$ cat src/rtl/mem_stage_pkg.sv
// mem_stage_pkg: execute->memory bundle, load/store funct3 encodings and the
// memory-stage FSM state enum.
package mem_stage_pkg;

  typedef struct packed {
    logic [31:0] opr_res;
    logic [31:0] rs2_data;
    logic [4:0]  rd;
    logic [2:0]  funct3;
    logic        mem_rd;
    logic        mem_wr;
    logic        rf_en;
    logic [1:0]  wb_sel;
  } mem_stage_in_t;

  localparam logic [2:0] LB  = 3'b000;
  localparam logic [2:0] LH  = 3'b001;
  localparam logic [2:0] LW  = 3'b010;
  localparam logic [2:0] LBU = 3'b100;
  localparam logic [2:0] LHU = 3'b101;
  localparam logic [2:0] SB  = 3'b000;
  localparam logic [2:0] SH  = 3'b001;
  localparam logic [2:0] SW  = 3'b010;

  typedef enum logic [1:0] {
    ST_IDLE = 2'd0,
    ST_REQ  = 2'd1,
    ST_RESP = 2'd2
  } mem_state_e;

endpackage

$ cat src/rtl/wb_stage_pkg.sv
// wb_stage_pkg: bundle handed from the memory stage to writeback.
//   opr_res    : ALU result / access address
//   dmem_rdata : formatted load data (0 for non-load instructions)
//   rd         : destination register
//   rf_en      : register-file write enable
//   wb_sel     : writeback source select
package wb_stage_pkg;

  typedef struct packed {
    logic [31:0] opr_res;
    logic [31:0] dmem_rdata;
    logic [4:0]  rd;
    logic        rf_en;
    logic [1:0]  wb_sel;
  } wb_stage_in_t;

endpackage

$ cat src/rtl/lsu_align.sv
// lsu_align: combinational lane handling for data memory accesses.
//   funct3    in  : access size / signedness
//   is_load   in  : 1 = load (byte enables forced to all lanes)
//   addr_lo   in  : address bits [1:0]
//   rs2_data  in  : store data
//   rdata     in  : aligned word returned by memory
//   be        out : byte enables
//   wdata     out : lane-replicated store data
//   load_data out : extracted and sign/zero-extended load data
// Misaligned halfwords use addr_lo[1] only; words ignore addr_lo.
module lsu_align
  import mem_stage_pkg::*;
(
  input  logic [2:0]  funct3,
  input  logic        is_load,
  input  logic [1:0]  addr_lo,
  input  logic [31:0] rs2_data,
  input  logic [31:0] rdata,
  output logic [3:0]  be,
  output logic [31:0] wdata,
  output logic [31:0] load_data
);

  logic [7:0]  byte_sel;
  logic [15:0] half_sel;

  always_comb begin
    byte_sel = rdata[{addr_lo, 3'b000} +: 8];
    half_sel = addr_lo[1] ? rdata[31:16] : rdata[15:0];

    case (funct3)
      LB:      load_data = {{24{byte_sel[7]}}, byte_sel};
      LBU:     load_data = {24'h0, byte_sel};
      LH:      load_data = {{16{half_sel[15]}}, half_sel};
      LHU:     load_data = {16'h0, half_sel};
      default: load_data = rdata;
    endcase

    case (funct3[1:0])
      2'b00: begin
        wdata = {4{rs2_data[7:0]}};
        be    = 4'b0001 << addr_lo;
      end
      2'b01: begin
        wdata = {2{rs2_data[15:0]}};
        be    = 4'b0011 << {addr_lo[1], 1'b0};
      end
      default: begin
        wdata = rs2_data;
        be    = 4'hF;
      end
    endcase

    if (is_load) be = 4'hF;
  end

endmodule

$ cat src/rtl/mem_stage.sv
// mem_stage: memory-access stage of the RV32I pipeline.
// Issues loads/stores over a req/gnt/rvalid handshake, stalls upstream while an
// access is outstanding, and registers the writeback bundle.
//   clk, rst                         : clock, synchronous active-high reset
//   mem_in_valid, mem_in             : instruction from execute
//   mem_stall                        : upstream must hold mem_in while high
//   dmem_req/we/addr/be/wdata        : data-memory request
//   dmem_gnt, dmem_rvalid, dmem_rdata: data-memory grant and response
//   wb_valid, wb_out                 : registered writeback bundle
//   misalign_exc, misalign_addr      : misalignment trap (MEM_MISALIGN_TRAP_EN)
// Build option MEM_MISALIGN_TRAP_EN: when defined, misaligned halfword/word
// accesses are not issued and instead complete immediately with a trap pulse.
//
// state   | meaning
// ST_IDLE | ready for a new instruction; memory ops request combinationally
// ST_REQ  | request outstanding, waiting for dmem_gnt
// ST_RESP | load granted, waiting for dmem_rvalid
module mem_stage
  import mem_stage_pkg::*;
  import wb_stage_pkg::*;
(
  input  logic          clk,
  input  logic          rst,
  input  logic          mem_in_valid,
  input  mem_stage_in_t mem_in,
  output logic          mem_stall,
  output logic          dmem_req,
  output logic          dmem_we,
  output logic [31:0]   dmem_addr,
  output logic [3:0]    dmem_be,
  output logic [31:0]   dmem_wdata,
  input  logic          dmem_gnt,
  input  logic          dmem_rvalid,
  input  logic [31:0]   dmem_rdata,
  output logic          wb_valid,
  output wb_stage_in_t  wb_out
`ifdef MEM_MISALIGN_TRAP_EN
  ,
  output logic          misalign_exc,
  output logic [31:0]   misalign_addr
`endif
);

  mem_state_e   state_q, state_d;
  logic         mem_op;
  logic         is_load;
  logic         misalign;
  logic         complete;
  logic         load_cap;
  logic [31:0]  load_data;
  wb_stage_in_t wb_d;

  assign mem_op  = mem_in_valid & (mem_in.mem_rd | mem_in.mem_wr);
  assign is_load = mem_in.mem_rd;

`ifdef MEM_MISALIGN_TRAP_EN
  always_comb begin
    misalign = 1'b0;
    if (mem_op) begin
      case (mem_in.funct3[1:0])
        2'b01:   misalign = mem_in.opr_res[0];
        2'b10:   misalign = |mem_in.opr_res[1:0];
        default: misalign = 1'b0;
      endcase
    end
  end
`else
  assign misalign = 1'b0;
`endif

  lsu_align u_lsu_align (
    .funct3    (mem_in.funct3),
    .is_load   (is_load),
    .addr_lo   (mem_in.opr_res[1:0]),
    .rs2_data  (mem_in.rs2_data),
    .rdata     (dmem_rdata),
    .be        (dmem_be),
    .wdata     (dmem_wdata),
    .load_data (load_data)
  );

  // Upstream holds mem_in stable during a stall, so address/data can be
  // driven straight from it in every state.
  assign dmem_addr = {mem_in.opr_res[31:2], 2'b00};
  assign dmem_we   = mem_in.mem_wr & ~is_load;

  always_ff @(posedge clk) begin
    if (rst) state_q <= ST_IDLE;
    else     state_q <= state_d;
  end

  always_comb begin
    state_d  = state_q;
    dmem_req = 1'b0;
    complete = 1'b0;
    load_cap = 1'b0;
    case (state_q)
      ST_IDLE: begin
        if (mem_in_valid) begin
          if (!mem_op || misalign) begin
            complete = 1'b1;
          end else begin
            dmem_req = 1'b1;
            if (dmem_gnt) begin
              if (is_load) state_d  = ST_RESP;
              else         complete = 1'b1;
            end else begin
              state_d = ST_REQ;
            end
          end
        end
      end
      ST_REQ: begin
        dmem_req = 1'b1;
        if (dmem_gnt) begin
          if (is_load) begin
            state_d = ST_RESP;
          end else begin
            complete = 1'b1;
            state_d  = ST_IDLE;
          end
        end
      end
      ST_RESP: begin
        if (dmem_rvalid) begin
          complete = 1'b1;
          load_cap = 1'b1;
          state_d  = ST_IDLE;
        end
      end
      default: state_d = ST_IDLE;
    endcase
    // A request must not escape while the stage is being reset.
    if (rst) dmem_req = 1'b0;
    mem_stall = ~complete & (mem_op | (state_q != ST_IDLE));
  end

  always_comb begin
    wb_d.opr_res    = mem_in.opr_res;
    wb_d.dmem_rdata = load_cap ? load_data : 32'h0;
    wb_d.rd         = mem_in.rd;
    wb_d.rf_en      = mem_in.rf_en & ~misalign;
    wb_d.wb_sel     = mem_in.wb_sel;
  end

  always_ff @(posedge clk) begin
    if (rst) begin
      wb_valid <= 1'b0;
      wb_out   <= '0;
    end else begin
      wb_valid <= complete;
      if (complete) wb_out <= wb_d;
    end
  end

`ifdef MEM_MISALIGN_TRAP_EN
  always_ff @(posedge clk) begin
    if (rst) begin
      misalign_exc  <= 1'b0;
      misalign_addr <= 32'h0;
    end else begin
      misalign_exc <= complete & misalign;
      if (complete & misalign) misalign_addr <= mem_in.opr_res;
    end
  end
`endif

endmodule

$ cat config.mk
export PLATFORM = sky130hd
export DESIGN_NAME = mem_stage
export DESIGN_NICKNAME = d
export VERILOG_FILES = /design/src/rtl/mem_stage_pkg.sv /design/src/rtl/wb_stage_pkg.sv /design/src/rtl/lsu_align.sv /design/src/rtl/mem_stage.sv
export SDC_FILE = /design/constraint.sdc
export NUM_CORES = 1
export LEC_CHECK = 0
export CORE_MARGIN = 1
export CORE_UTILIZATION = 39
export DETAILED_ROUTE_END_ITERATION = 7
export HOLD_SLACK_MARGIN = 0.12
export PLACE_DENSITY = 0.87
export SYNTH_ARGS = -nofsm -noshare
export SYNTH_HDL_FRONTEND = slang
export SYNTH_SLANG_ARGS = --single-unit
export TNS_END_PERCENT = 50
$ cat constraint.sdc
create_clock -name clk -period 3.3 [get_ports clk]
set_input_delay 0.825 -clock clk [delete_from_list [all_inputs] [get_ports clk]]
set_output_delay 0.825 -clock clk [all_outputs]
set_load 0.01 [all_outputs]
# After elaboration in Yosys (flattened, before gate mapping)
# Index checks and enable logic that the tools add are counted.
# classes
eq_ne	11
shifts	3
muxes	25
bitwise_logic	7
n_reduce_logical	5
# op_table
cell	n
$pmux 32 s4	1
$pmux 32 s2	1
$mux 32	1
$shiftx 32x6->8	1
$mux 16	1
$mux 2	7
$mux 1	9
$ne 2x2->1 const B	4
$pmux 4 s2	1
$eq 3x3->1 const B	2
$pmux 2 s3	1
$reduce_and 5->1	1
$eq 2x1->1 const B	2
$logic_not 2->1	2
$mux 4	1
$shl 1x2->4 const A	1
$shl 2x2->4 const A	1
$and 1x1->1	3
$eq 3x1->1 const B	1
$logic_not 3->1	1
$ne 3x3->1 const B	1
$pmux 1 s3	1
$eq 2x2->1 const B	1
$not 1->1	2
other kinds (3)	4
# word_totals
register_bits	75
inputBits	114
elab_cells	58

# Longest topological paths before layout
# depth
ltp_word	7
mapped_depth	7

# Cells and area by module
# A second synthesis with hierarchy kept.
# unflattened
cells_unflattened	467
hier_area_um2	4139.0
# by_module_without_submodules
mod	instances	cells_per_inst	area_per_inst_um2	seq_area_each_um2
mem_stage	1	310	3054.2	1501.4
lsu_align	1	157	1084.8	0.0

# Worst setup path after synthesis
# No wires, ideal clock.
# synth_path
path_kind	input port to output port
start	input mem_in[5] (netlist bit)
end	output dmem_wdata[24]
arrival_ns	1.900
t_required_ns	2.475
setup_slack_ns	0.575
cell_stages	4
n_path_buf	2
path_cell_list	clkbuf_1 > buf_1 > mux2i_1 > o21ai_0
# synth_via
elab_chain_len	2
elab_cells_between_ends	3
classes_between	eq/ne: 1; mux: 1; reduce/logical: 1
# synth_lines
element	line_no	text
start, declared	mem_stage.sv:25	input mem_stage_in_t mem_in,
$eq 2x1->1 / $logic_not 2->1 (equally long branches)	lsu_align.sv:39	case (funct3[1:0])
$pmux 32 s2 *	lsu_align.sv:39	
end, declared	mem_stage.sv:31	output logic [31:0] dmem_wdata,
# Mark *: on every way between the ends. The rest lies on a longest branch, timed or not.

# Worst setup path after layout
# layout_path
start	input mem_in[3] (netlist bit)
end	output dmem_req
# layout_via
elab_chain_len	6
# layout_lines
element	line_no	text
$or 1x1->1	mem_stage.sv:53	assign mem_op = mem_in_valid & (mem_in.mem_rd | mem_in.mem_wr);
$and 1x1->1	mem_stage.sv:53	
$mux 1	mem_stage.sv:100	if (!mem_op || misalign) begin
$mux 1	mem_stage.sv:99	if (mem_in_valid) begin
$pmux 1 s2	mem_stage.sv:97	case (state_q)
$mux 1	mem_stage.sv:134	if (rst) dmem_req = 1'b0;
end, declared	mem_stage.sv:27	output logic dmem_req,
# No other way between the ends.

==> metrics.txt <==
# TYPE chip_impl_metric gauge
chip_impl_metric{name="initial_utilization",unit=""} 0.4077
chip_impl_metric{name="critical_path_required",unit="ns"} 2.47
chip_impl_metric{name="core_area",unit="sq um"} 9371
chip_impl_metric{name="drive_above_1_share",unit=""} 0.1136
chip_impl_metric{name="row_count",unit=""} 35
chip_impl_metric{name="layout.cell_area.non_filler",unit="sq um"} 6564
chip_impl_metric{name="vdd_drop_max",unit="mV"} 0.2565
chip_impl_info{name="post-synth-top-area-cell",value="dfxtp_1"} 1
chip_impl_info{name="timing.setup.critical_path_class",value="primary input to output port"} 1
chip_impl_metric{name="post_synth_num_cell_types",unit=""} 42
chip_impl_metric{name="finalSetupViolations",unit=""} 0
chip_impl_metric{name="areal_power_density_over_the_cells",unit="nW/um^2"} 362.0
chip_impl_metric{name="slew_violations",unit=""} 0
chip_impl_metric{name="vias",unit=""} 4133
chip_impl_info{name="worst_path_max_delay_cell",value="clkdlybuf4s50_1"} 1
chip_impl_info{name="type_of_element_capturing_the_critical_path",value="output port"} 1
chip_impl_metric{name="grt-ovfl-total",unit=""} 0
chip_impl_metric{name="post_synthesis_sequential_element_count",unit=""} 75
chip_impl_metric{name="holdPathStages",unit=""} 2
chip_impl_metric{name="synth.yosys.seq_area_share",unit=""} 0.3929
chip_impl_metric{name="crit_path_max_incr_delay",unit="ns"} 0.60
chip_impl_metric{name="top_level_ports",unit=""} 258
chip_impl_info{name="grt_setup_unrepaired",value="no"} 1
chip_impl_metric{name="postLayoutSetupSlackWorst",unit="ns"} 0.1523
chip_impl_metric{name="place_congestion",unit=""} 0.8443
chip_impl_metric{name="die_outline_height",unit="um"} 101.0
chip_impl_metric{name="postLayoutCoreUtil",unit=""} 0.7004
chip_impl_metric{name="worstPathMaxFanout",unit=""} 3
chip_impl_metric{name="max-clock-path-buffers",unit=""} 2
chip_impl_info{name="post-synth-top-count-cell",value="nand2_1"} 1
chip_impl_metric{name="cts.htree.levels",unit=""} 3
chip_impl_metric{name="multi_input_comb_area",unit="sq um"} 1879
chip_impl_metric{name="routed_wirelength",unit="mm"} 13.51
chip_impl_info{name="outcome",value="completed"} 1
chip_impl_metric{name="detail_route.first_pass.iterations",unit=""} 6
chip_impl_metric{name="initial_antenna_violation_count",unit=""} 0
chip_impl_metric{name="post_cts_hold_buffers",unit=""} 0
chip_impl_metric{name="maxClockFrequency",unit="MHz"} 317.7
chip_impl_metric{name="detailed_place.area",unit="sq um"} 6302
chip_impl_metric{name="crit_arrival",unit="ns"} 2.32
chip_impl_metric{name="cts_made_buffers",unit=""} 9
chip_impl_metric{name="finalNetCount",unit=""} 778
chip_impl_info{name="ctsRootBufferMaster",value="clkbuf_8"} 1
chip_impl_metric{name="netlist_area",unit="sq um"} 3821
chip_impl_metric{name="asyncSetResetFlopFracSynth",unit=""} 0
chip_impl_metric{name="fin_crit_sh",unit=""} 0.9538
chip_impl_metric{name="synth_top_area_frac",unit=""} 0.3929
chip_impl_metric{name="post-place-cells",unit=""} 780
chip_impl_metric{name="max-cap-violations",unit=""} 0
chip_impl_metric{name="period_needed",unit="ns"} 3.148
chip_impl_metric{name="place.detailed.hpwl",unit="mm"} 10.48
chip_impl_metric{name="worst_path_clk_slew",unit="ns"} 0.08
chip_impl_metric{name="yosys_warnings",unit=""} 0
chip_impl_metric{name="areaGrowthSynthToFinish",unit="%"} 71.77
chip_impl_metric{name="worst_tran_pin_value",unit="ns"} 1.188
chip_impl_metric{name="num_antenna_cells",unit=""} 0
chip_impl_info{name="worstHoldPathType",value="register to register"} 1
chip_impl_metric{name="ant_nets",unit=""} 0
chip_impl_metric{name="clock_sinks",unit=""} 75
chip_impl_metric{name="post_drt_via_cell_ratio",unit=""} 5.179
chip_impl_metric{name="fp.dieArea",unit="sq um"} 10200
chip_impl_metric{name="grt_max_degree",unit=""} 27
chip_impl_metric{name="syn_inst",unit=""} 443
chip_impl_metric{name="grt_pass1_vias",unit=""} 4098
chip_impl_metric{name="hold_viol",unit=""} 0
chip_impl_metric{name="post-place-ws",unit="ns"} -0.07017
chip_impl_metric{name="worstSkewPairLatency",unit="ns"} 0.35
chip_impl_info{name="cts_tree",value="done"} 1
chip_impl_info{name="cell_occurring_most_often_along_the_worst_timing_path",value="clkdlybuf4s50_1"} 1
chip_impl_metric{name="finClkSkew",unit="ns"} 0.007864
chip_impl_info{name="synth-main-ff-cell",value="dfxtp_1"} 1
chip_impl_metric{name="slew-limit-headroom",unit=""} 0.2052
chip_impl_metric{name="synth-edff-count",unit=""} 0
chip_impl_metric{name="initialDrtViolationCount",unit=""} 146
chip_impl_metric{name="holdWs",unit="ns"} 0.4524
chip_impl_metric{name="wl_per_cell",unit="um"} 16.92
chip_impl_info{name="dominant_cells_by_area_after_synthesis",value="dfxtp_1, nand2_1, buf_4, mux2_2, a21oi_1"} 1
chip_impl_metric{name="finalNonFillerCells",unit=""} 798
chip_impl_metric{name="grt_first_pass_wirelength",unit="mm"} 20.44
chip_impl_info{name="ys_top_cells_by_count",value="nand2_1, dfxtp_1, a21oi_1, buf_4, clkbuf_1"} 1
chip_impl_metric{name="fp.dieW",unit="um"} 101.0
chip_impl_metric{name="ff_latch_area",unit="sq um"} 1501
chip_impl_metric{name="synthesis.area_per_instance",unit="sq um"} 8.626
chip_impl_metric{name="total_routing_usage_gr",unit=""} 0.2592
chip_impl_metric{name="number_of_buffers_added_on_ports",unit=""} 255
chip_impl_info{name="worst_setup_path_start_kind",value="primary input"} 1
chip_impl_metric{name="reg2regPathDepth",unit=""} 6
chip_impl_metric{name="power.leakage",unit="nW"} 2.510
chip_impl_metric{name="n_fill_cell",unit=""} 743
chip_impl_metric{name="drc_violation_count_after_routing",unit=""} 0
chip_impl_info{name="cp_cell_sequence",value="clkdlybuf4s50_1 -> o21a_1 -> nor2_1 -> nor3_1 -> clkdlybuf4s50_1"} 1
sequential cells by signal (all words and copies together) (netlist names):
name,flops
wb_out,72
state_q,2
wb_valid,1
through the flow:
step | power [mW] | setup TNS [ns]
CTS | 2.391 | 0
finish | 2.376 | 0
detailed placement | 1.590 | -0.5458
global route | 2.467 | 0
global placement | 1.576 | -0.05971
floorplan | 1.233 | 0
report_power, final:
part / internal (mW) / leakage [nW] / total (mW) / switching, mW
Sequential: 0.939 / 0.609 / 0.958 / 0.0190
Clock: 0.433 / 0.114 / 0.802 / 0.369
Combinational: 0.357 / 1.79 / 0.616 / 0.259
Total: 1.73 / 2.51 / 2.38 / 0.647
layout make-up:
cell class | count | area share
clock inverter | 7 | 0.01525
clock buffer | 9 | 0.01887
multi-input combinational | 292 | 0.2863
timing repair buffer | 282 | 0.4239
tap | 129 | 0.02459
sequential | 75 | 0.2287
inverter | 4 | 0.002287
final timing paths:
| path | slack, ns | start | to |
|---|---|---|---|
| min reg2reg | 0.45 | wb_out[60] | wb_out[60] |
| min | 0.45 | wb_out[60] | wb_out[60] |
| max | 0.15 | mem_in[3] | dmem_req |
| max reg2reg | 0.97 | state_q[0] | wb_out[21] |
metal layers:
| metal | share of wire | vias up | track usage | routed length (um) |
|---|---|---|---|---|
| met5 | 0 | - | 0 | 0 |
| met4 | 0.022 | 0 | 0.1014 | 303 |
| met3 | 0.084 | 23 | 0.06033 | 1128 |
| met2 | 0.52 | 221 | 0.4779 | 6972 |
| met1 | 0.38 | 1916 | 0.2864 | 5100 |
| li1 | - | 1973 | - | - |
timing repair:
item                       CTS  global route
pin swaps                    1             0
setup endpoints to repair   15            20
setup buffers                1             1
gates resized for setup      8             4
cells in the final DEF, fill, tap and decap left out, types with 4 or more instances in the layout:
master             n
nand3_1            7
nand3b_1           9
buf_4             23
o21ai_0           12
dfxtp_1           75
a21oi_1           41
nor2_1            10
o2bb2ai_1          7
a221o_1           18
clkbuf_8           9
a41oi_1            7
nand2_1           99
mux2i_1            9
mux2_2            22
a222oi_1           5
a21o_1             8
clkdlybuf4s50_1  249
inv_1              4
critical path, delay by kind of cell:
family / cells / cell delay [ns]
buffers and inverters: 2 / 1.12
and+or+nand+nor: 2 / 0.25
AOI/OAI and AO/OA: 1 / 0.13
kinds of logic (layout without fill, tap and decap cells):
group	count (synthesis)	after routing	share of synthesized area
buffers and inverters	77	302	0.1189
multiplexers	34	34	0.1061
flip-flops	75	75	0.3929
AO/OA/AOI/OAI	110	110	0.2122
AND/OR/NAND/NOR	146	146	0.1690
other	1	2	0.0009814
(Power assumes the default switching activity.)
==> RTL edit 1 (same flow settings) <==
Re-encode `mem_state_e` (3 states) as one-hot, 3 bits wide.
--- a/src/rtl/mem_stage_pkg.sv
+++ b/src/rtl/mem_stage_pkg.sv
@@ -22,10 +22,10 @@
   localparam logic [2:0] SH  = 3'b001;
   localparam logic [2:0] SW  = 3'b010;
 
-  typedef enum logic [1:0] {
-    ST_IDLE = 2'd0,
-    ST_REQ  = 2'd1,
-    ST_RESP = 2'd2
+  typedef enum logic [2:0] {
+    ST_IDLE = 3'b001,
+    ST_REQ  = 3'b010,
+    ST_RESP = 3'b100
   } mem_state_e;
 
 endpackage
Behaviour: same outputs for any inputs over 10 cycles, from zero or initial values and one cycle with rst high; not proved beyond that.
==> RTL edit 1 against the unedited design <==
  * Count of clock-buffer cells in the layout increased by 1
  * Area after synthesis increased by 14%
  * Register-to-register slack got worse by 0.14 ns
  * Clock skew increased by 0.0059 ns
  * Largest power group unchanged
  * Via count increased by 1.4%
  * Sequential share of layout area decreased by 1.3 points
  * Maximum frequency decreased by 1.5%
  * Design area increased by 7.6%
  * Wire length increased by 1.7%
  * Sequential cell count increased by 1
  * Power increased by 5.9%
  * Largest cell class unchanged
  * Worst setup slack got worse by 0.049 ns
==> RTL edit 1: results (changes against the unedited design) <==
- The via-per-instance ratio is 5.17 (-0.22%).
- Status: complete, no violations
- First-pass GRT wire length: 21200 µm (+3.6%)
- The largest registers in the layout are wb_out (72), state_q (3), wb_valid (1).
- The met3 demand-to-capacity share in global routing is 4.90% (-1.1 points).
* Count of cells along the worst hold path: 1 (-1)
- The share of synthesized flip-flops with an asynchronous set or reset is 0% (unchanged).
* Share of cells above drive strength 1: 12.8% (+1.5 points)
* Startpoint of the worst-slack reg-to-reg timing path: state_q[2]
- The static leakage power is 2.89 nW (+15%).
* R2R cell count: 6 (unchanged)
- The detailed placement HPWL is 10500 µm (+0.53%).
- The routed length per instance was 16.9 µm (about the same).
* Data arrival time at the worst-slack endpoint: 2.37 ns (+0.05 ns)
* Post-route worst hold slack: 0.470 ns (+0.0177 ns)
* Clock Root Buffer: clkbuf_8
- Final layout net count: 780 (+0.26%)
* Met2 Track Usage GR: 40.8% (-7.0 points)
- Later-pin clock latency in the skew report: 0.33 ns (-0.02 ns)
* Setup slack after placement: -0.0693 ns (+0.000863 ns)
- The overall routing resource usage came to 23.2% (-2.7 points).
- The total inserted antenna cells was 0 (unchanged).
- The clock tree skew after final layout is 0.0138 ns (+0.00595 ns).
- The largest net degree at the start of global routing came to 87 (+220%).
- R2R setup slack: 0.83 ns (-0.14 ns)
* Iteration-0 DRC count of the detailed router: 276 (+89%)
* RePlAce Congestion: 0.860 (+1.8%)
- By area the synthesized netlist is led by dfxtp_1, nand2b_1, mux2i_1.
* Cell variety after synth: 46 (+9.5%)
- By count the netlist is led by nand2b_1, dfxtp_1, mux2i_1.
- The number of detailed-route iterations in the first pass was 7 (+1).
- The count of buffers inserted at the top-level ports is 255 (unchanged).
* Worst voltage drop across the vdd grid: 0.000279 V (+8.9%)
* Reg2reg end: wb_out[17]
- The startpoint identified for the worst hold timing path is wb_out[23].
* Number of buffers on the longest clock path: 2 (unchanged)
- Count of yosys warnings during synthesis: 0 (unchanged)
- Total placed instance area: 0.00682 mm² (+8.2%)
- The worst-margin pin slew was 1.25 ns (+0.0615 ns).
* Endpoint of the worst hold-timing path: wb_out[23]
- The part of the Yosys area used for sequential elements came to 35.0% (-4.3 points).
- # H-tree levels: 3 (unchanged)
* Global routing usage on met1: 27.4% (-1.3 points)
- The number of global-route vias before repair came to 4197 (+2.4%).
* Synth Flop Type: dfxtp_1
[RTL edit 1: cell types whose count changed in the layout (fill, tap and decap cells not counted), sizes merged, moves of 8 or more]
cell / change
o2bb2ai: +8
a21oi: -36
nand2: -86
nand2b: +80
mux2i: +41
[RTL edit 1: stage by stage]
stage / setup TNS (ns) / cells / total power, W
detailed placement: -0.112 / 794 / 0.00177
floorplan: 0 / 444 / 0.00138
global placement: -0.0339 / 794 / 0.00175
CTS: 0 / 811 / 0.00254
finish: 0 / 811 / 0.00252
global route: 0 / 811 / 0.00264
[RTL edit 1: worst max-delay path by stage]
stage,depth (start not counted),start,slack [ns],end
floorplan,4,mem_in[5],0.64,dmem_wdata[24]
global placement,6,mem_in[4],-0.03,mem_stall
detailed placement,6,mem_in[4],-0.07,mem_stall
CTS,5,mem_in[5],0.009,dmem_wdata[30]
global route,5,mem_in[45],0.0003,dmem_be[0]
finish,5,mem_in[45],0.10,dmem_be[0]
[RTL edit 1: report_power, final]
| part | switching, W | leakage [nW] | internal [W] |
|---|---|---|---|
| sequential | 0.0000333 | 0.616 | 0.000965 |
| combinational | 0.000309 | 2.17 | 0.000438 |
| clock | 0.000345 | 0.102 | 0.000427 |
| total | 0.000687 | 2.89 | 0.00183 |
[RTL edit 1: worst max-delay path, stage by stage]
cell	delay, ns
clkdlybuf4s50_1	0.47
nor2b_2	0.17
o21ai_1	0.11
or2_2	0.31
clkdlybuf4s50_1	0.49
[RTL edit 1: per-layer routing]
metal / vias to the layer above / routed length [µm]
met3: 21 / 888
met2: 182 / 6960
met5: - / 0
met1: 1986 / 5610
met4: 0 / 279
li1: 2002 / -
[RTL edit 1: what timing repair did]
action	in CTS	in global routing
pin swaps	1	1
setup buffers	1	0
gates resized for setup	2	7
endpoints found under the setup margin	10	22
endpoints found under the hold margin	0	0
[RTL edit 1: kinds of logic (layout without fill, tap and decap cells)]
group,Yosys count,in the layout,synth area share (%)
simple gates,129,129,18.1
compound gates,83,83,16.6
buf+inv,78,305,11.4
mux,76,76,18.8
flops,76,76,35.0
other cells,1,2,0.0863
[RTL edit 1: layout make-up]
| cell class | instances | area, µm² |
|---|---|---|
| clock buffer | 10 | 128 |
| clock inverter | 6 | 88.8 |
| fill | 847 | 3780 |
| inverter | 5 | 18.8 |
| multi-input combinational | 290 | 2350 |
| sequential | 76 | 1520 |
| tap | 140 | 175 |
| timing repair buffer | 284 | 2780 |
==> RTL edit 2 (same flow settings) <==
Made on the original files. The option `MEM_MISALIGN_TRAP_EN` is turned on by a define.
--- a/src/rtl/mem_stage.sv
+++ b/src/rtl/mem_stage.sv
@@ -15,6 +15,8 @@
 // ST_IDLE | ready for a new instruction; memory ops request combinationally
 // ST_REQ  | request outstanding, waiting for dmem_gnt
 // ST_RESP | load granted, waiting for dmem_rvalid
+`define MEM_MISALIGN_TRAP_EN
+
 module mem_stage
   import mem_stage_pkg::*;
   import wb_stage_pkg::*;
Behaviour (old outputs only; new: misalign_addr and misalign_exc): not the same (a bounded check fails within 4 cycles, from zero or initial values and one cycle with rst high).
==> RTL edit 2 against the unedited design <==
  * Area after synthesis grew 42%
  * Via count increased by 33%
  * Power grew 37%
  * Utilization fell by 5.1 points
  * Die area grew 41%
  * Worst setup slack improved by 0.012 ns
  * Cell count grew 30%
  * Sequential share of layout area is 2.0 points higher
  * Wire length up 33%
  * Register-to-register slack better by 0.16 ns
  * Design area rose by 33%
  * Sequential cell count up 33
==> RTL edit 2: results (changes against the unedited design) <==
- The flow ran to the end, and the final reports show no timing, DRC or antenna violations.
- Total placed instance area: 0.00838 mm² (+33%)
- Clk_skew: 0.00563 ns (-0.00224 ns)
* RePlAce Congestion: 0.902 (+6.8%)
- Clock tree synthesis selected as its root buffer the cell clkbuf_16.
* Count of yosys warnings during synthesis: 0 (unchanged)
- Post-detail-place hpwl: 13400 µm (+28%)
* Worst max-slew margin expressed relative to the limit: 27.8% (+7.3 points)
* Number of buffers on the longest clock path: 2 (unchanged)
- The share of layout cells above drive strength 1 is 9.99% (-1.4 points).
- The largest net degree at the start of global routing came to 81 (+200%).
- The DRC marker count from the first detailed-route iteration came to 466 (+220%).
- The routed length per instance is 17.3 µm (+2.4%).
- The overall routing resource usage is 24.6% (-1.3 points).
- The number of detailed-route iterations in the first pass was 5 (-1).
* Post-synthesis xor/xnor area fraction: 0% (unchanged)
- Cell variety after synth: 46 (+9.5%)
* # H-tree levels: 3 (unchanged)
* CP max FO: 11 (+8)
- The count of buffers inserted at the top-level ports came to 288 (+13%).
- Main area contributors after synthesis: dfxtp_1, nand2b_1, mux2i_1
- The largest registers in the layout are wb_out (72), misalign_addr (32), state_q (2).
- The synthesized instance count came to 607 (+37%).
* N_diodes: 0 (unchanged)
- STA puts the critical path data arrival time at 2.31 ns.
- The number of global-route vias before repair was 5423 (+32%).
- Worst voltage drop across the vdd grid: 0.000219 V (-15%)
* Sequential element share of the synthesized area: 39.7% (+0.44 points)
* Cell leakage power: 3.34 nW (+33%)
- The share of synthesized flip-flops with an asynchronous set or reset is 0% (unchanged).
- The commonest cells after synthesis are dfxtp_1, nand2b_1, a21oi_1.
* Inst Count DP: 1020 (+31%)
- The number of nets in the layout is 974 (+25%).
- The number of buffers added by the clock tree synthesis step came to 9 (unchanged).
- Antenna Nets Post-Route: 0 (unchanged)
* Hold Path Class: register to register
- Detail-routed via count per cell: 5.29 (+2.1%)
- Drt total wl: 18000 µm (+33%)
- Filler instances: 1095 (+47%)
* First-pass GRT wire length: 27900 µm (+37%)
- Post-synthesis adder-cell area fraction: 0.920% (+0.92 points)
- Clock-pin slew was measured on the worst setup and hold paths at 0.07 ns.
* Later-pin clock latency in the skew report: 0.34 ns
* Antenna violations before repair: 0 (unchanged)
- Fraction of synthesized area in multiplexers: 10.4% (-0.24 points)
- Synth Area in Compound Gates: 21.0% (-0.25 points)
==> RTL edit 2: cell types whose count changed after synthesis, sizes merged, moves of 8 or more <==
cell    unedited run  this run
nand3              7        33
dfxtp             75       108
nand2             99        28
buf               49        57
a22o               0         8
clkbuf            24        32
nand2b             3        82
a21oi             41        49
o211ai             0         8
mux2              22        11
mux2i              9        44
a22oi              0         8
o21ai             12        48
nand3b             9         1
==> RTL edit 2: where the power goes <==
part / switching (W) / internal, W / leakage (nW)
Combinational: 0.000365 / 0.000442 / 2.33
Sequential: 0.0000276 / 0.00136 / 0.878
Clock: 0.000518 / 0.000548 / 0.140
==> RTL edit 2: kinds of logic (layout without fill, tap and decap cells) <==
logic type | count (synthesis) | count (layout)
fa+ha+maj | 4 | 4
compound gates | 171 | 171
mux | 55 | 55
other cells | 1 | 2
flops | 108 | 108
simple gates | 173 | 173
buf+inv | 95 | 348
==> RTL edit 2: worst paths after layout <==
| check | from | end | slack (ns) | cells after the start |
|---|---|---|---|---|
| hold / removal | wb_out[23] | wb_out[23] | 0.47 | 1 |
| setup reg to reg | state_q[1] | wb_out[39] | 1.13 | 3 |
| setup / recovery | mem_in[6] | dmem_wdata[10] | 0.16 | 9 |
| hold reg to reg | wb_out[23] | wb_out[23] | 0.47 | 1 |
==> RTL edit 2: layout make-up <==
| cell class | count | area (µm²) | share of cell area [%] |
|---|---|---|---|
| multi-input cells | 405 | 2810 | 32.3 |
| inverters | 6 | 22.5 | 0.259 |
| clock inverters | 6 | 60.1 | 0.690 |
| clock buffers | 10 | 239 | 2.75 |
| flip-flops and latches | 108 | 2160 | 24.8 |
| repair buffers | 326 | 3190 | 36.7 |
| well taps | 176 | 220 | 2.53 |
==> RTL edit 2: critical path: stages <==
cell	delay, ns
dlygate4sd2_1	0.25
inv_2	0.08
ha_2	0.18
buf_6	0.15
inv_1	0.08
nand2_1	0.09
buf_12	0.15
a22o_1	0.20
dlygate4sd2_1	0.30
==> RTL edit 2: layer usage <==
metal	track usage, %	up-vias	wire length [µm]	part of all wire, %
met5	0	-	0	0
met4	11.9	0	757	4.2
met3	4.90	47	1150	6.4
met2	43.4	230	9020	50
met1	28.1	2585	7040	39
li1	-	2623	-	-
==> RTL edit 2: repair_timing <==
item,CTS,global route
gates resized for setup,37,9
pin swaps,2,3
setup buffers,1,0
setup endpoints to repair,23,12
==> RTL edit 2: through the flow <==
step | hold WS (ns) | setup WS [ns]
after floorplan | 0.490 | 0.0824
after global placement | 0.445 | -0.412
after detailed placement | 0.454 | -0.466
after CTS | 0.471 | -0.0926
after global routing | 0.484 | 0.0520
final | 0.465 | 0.164
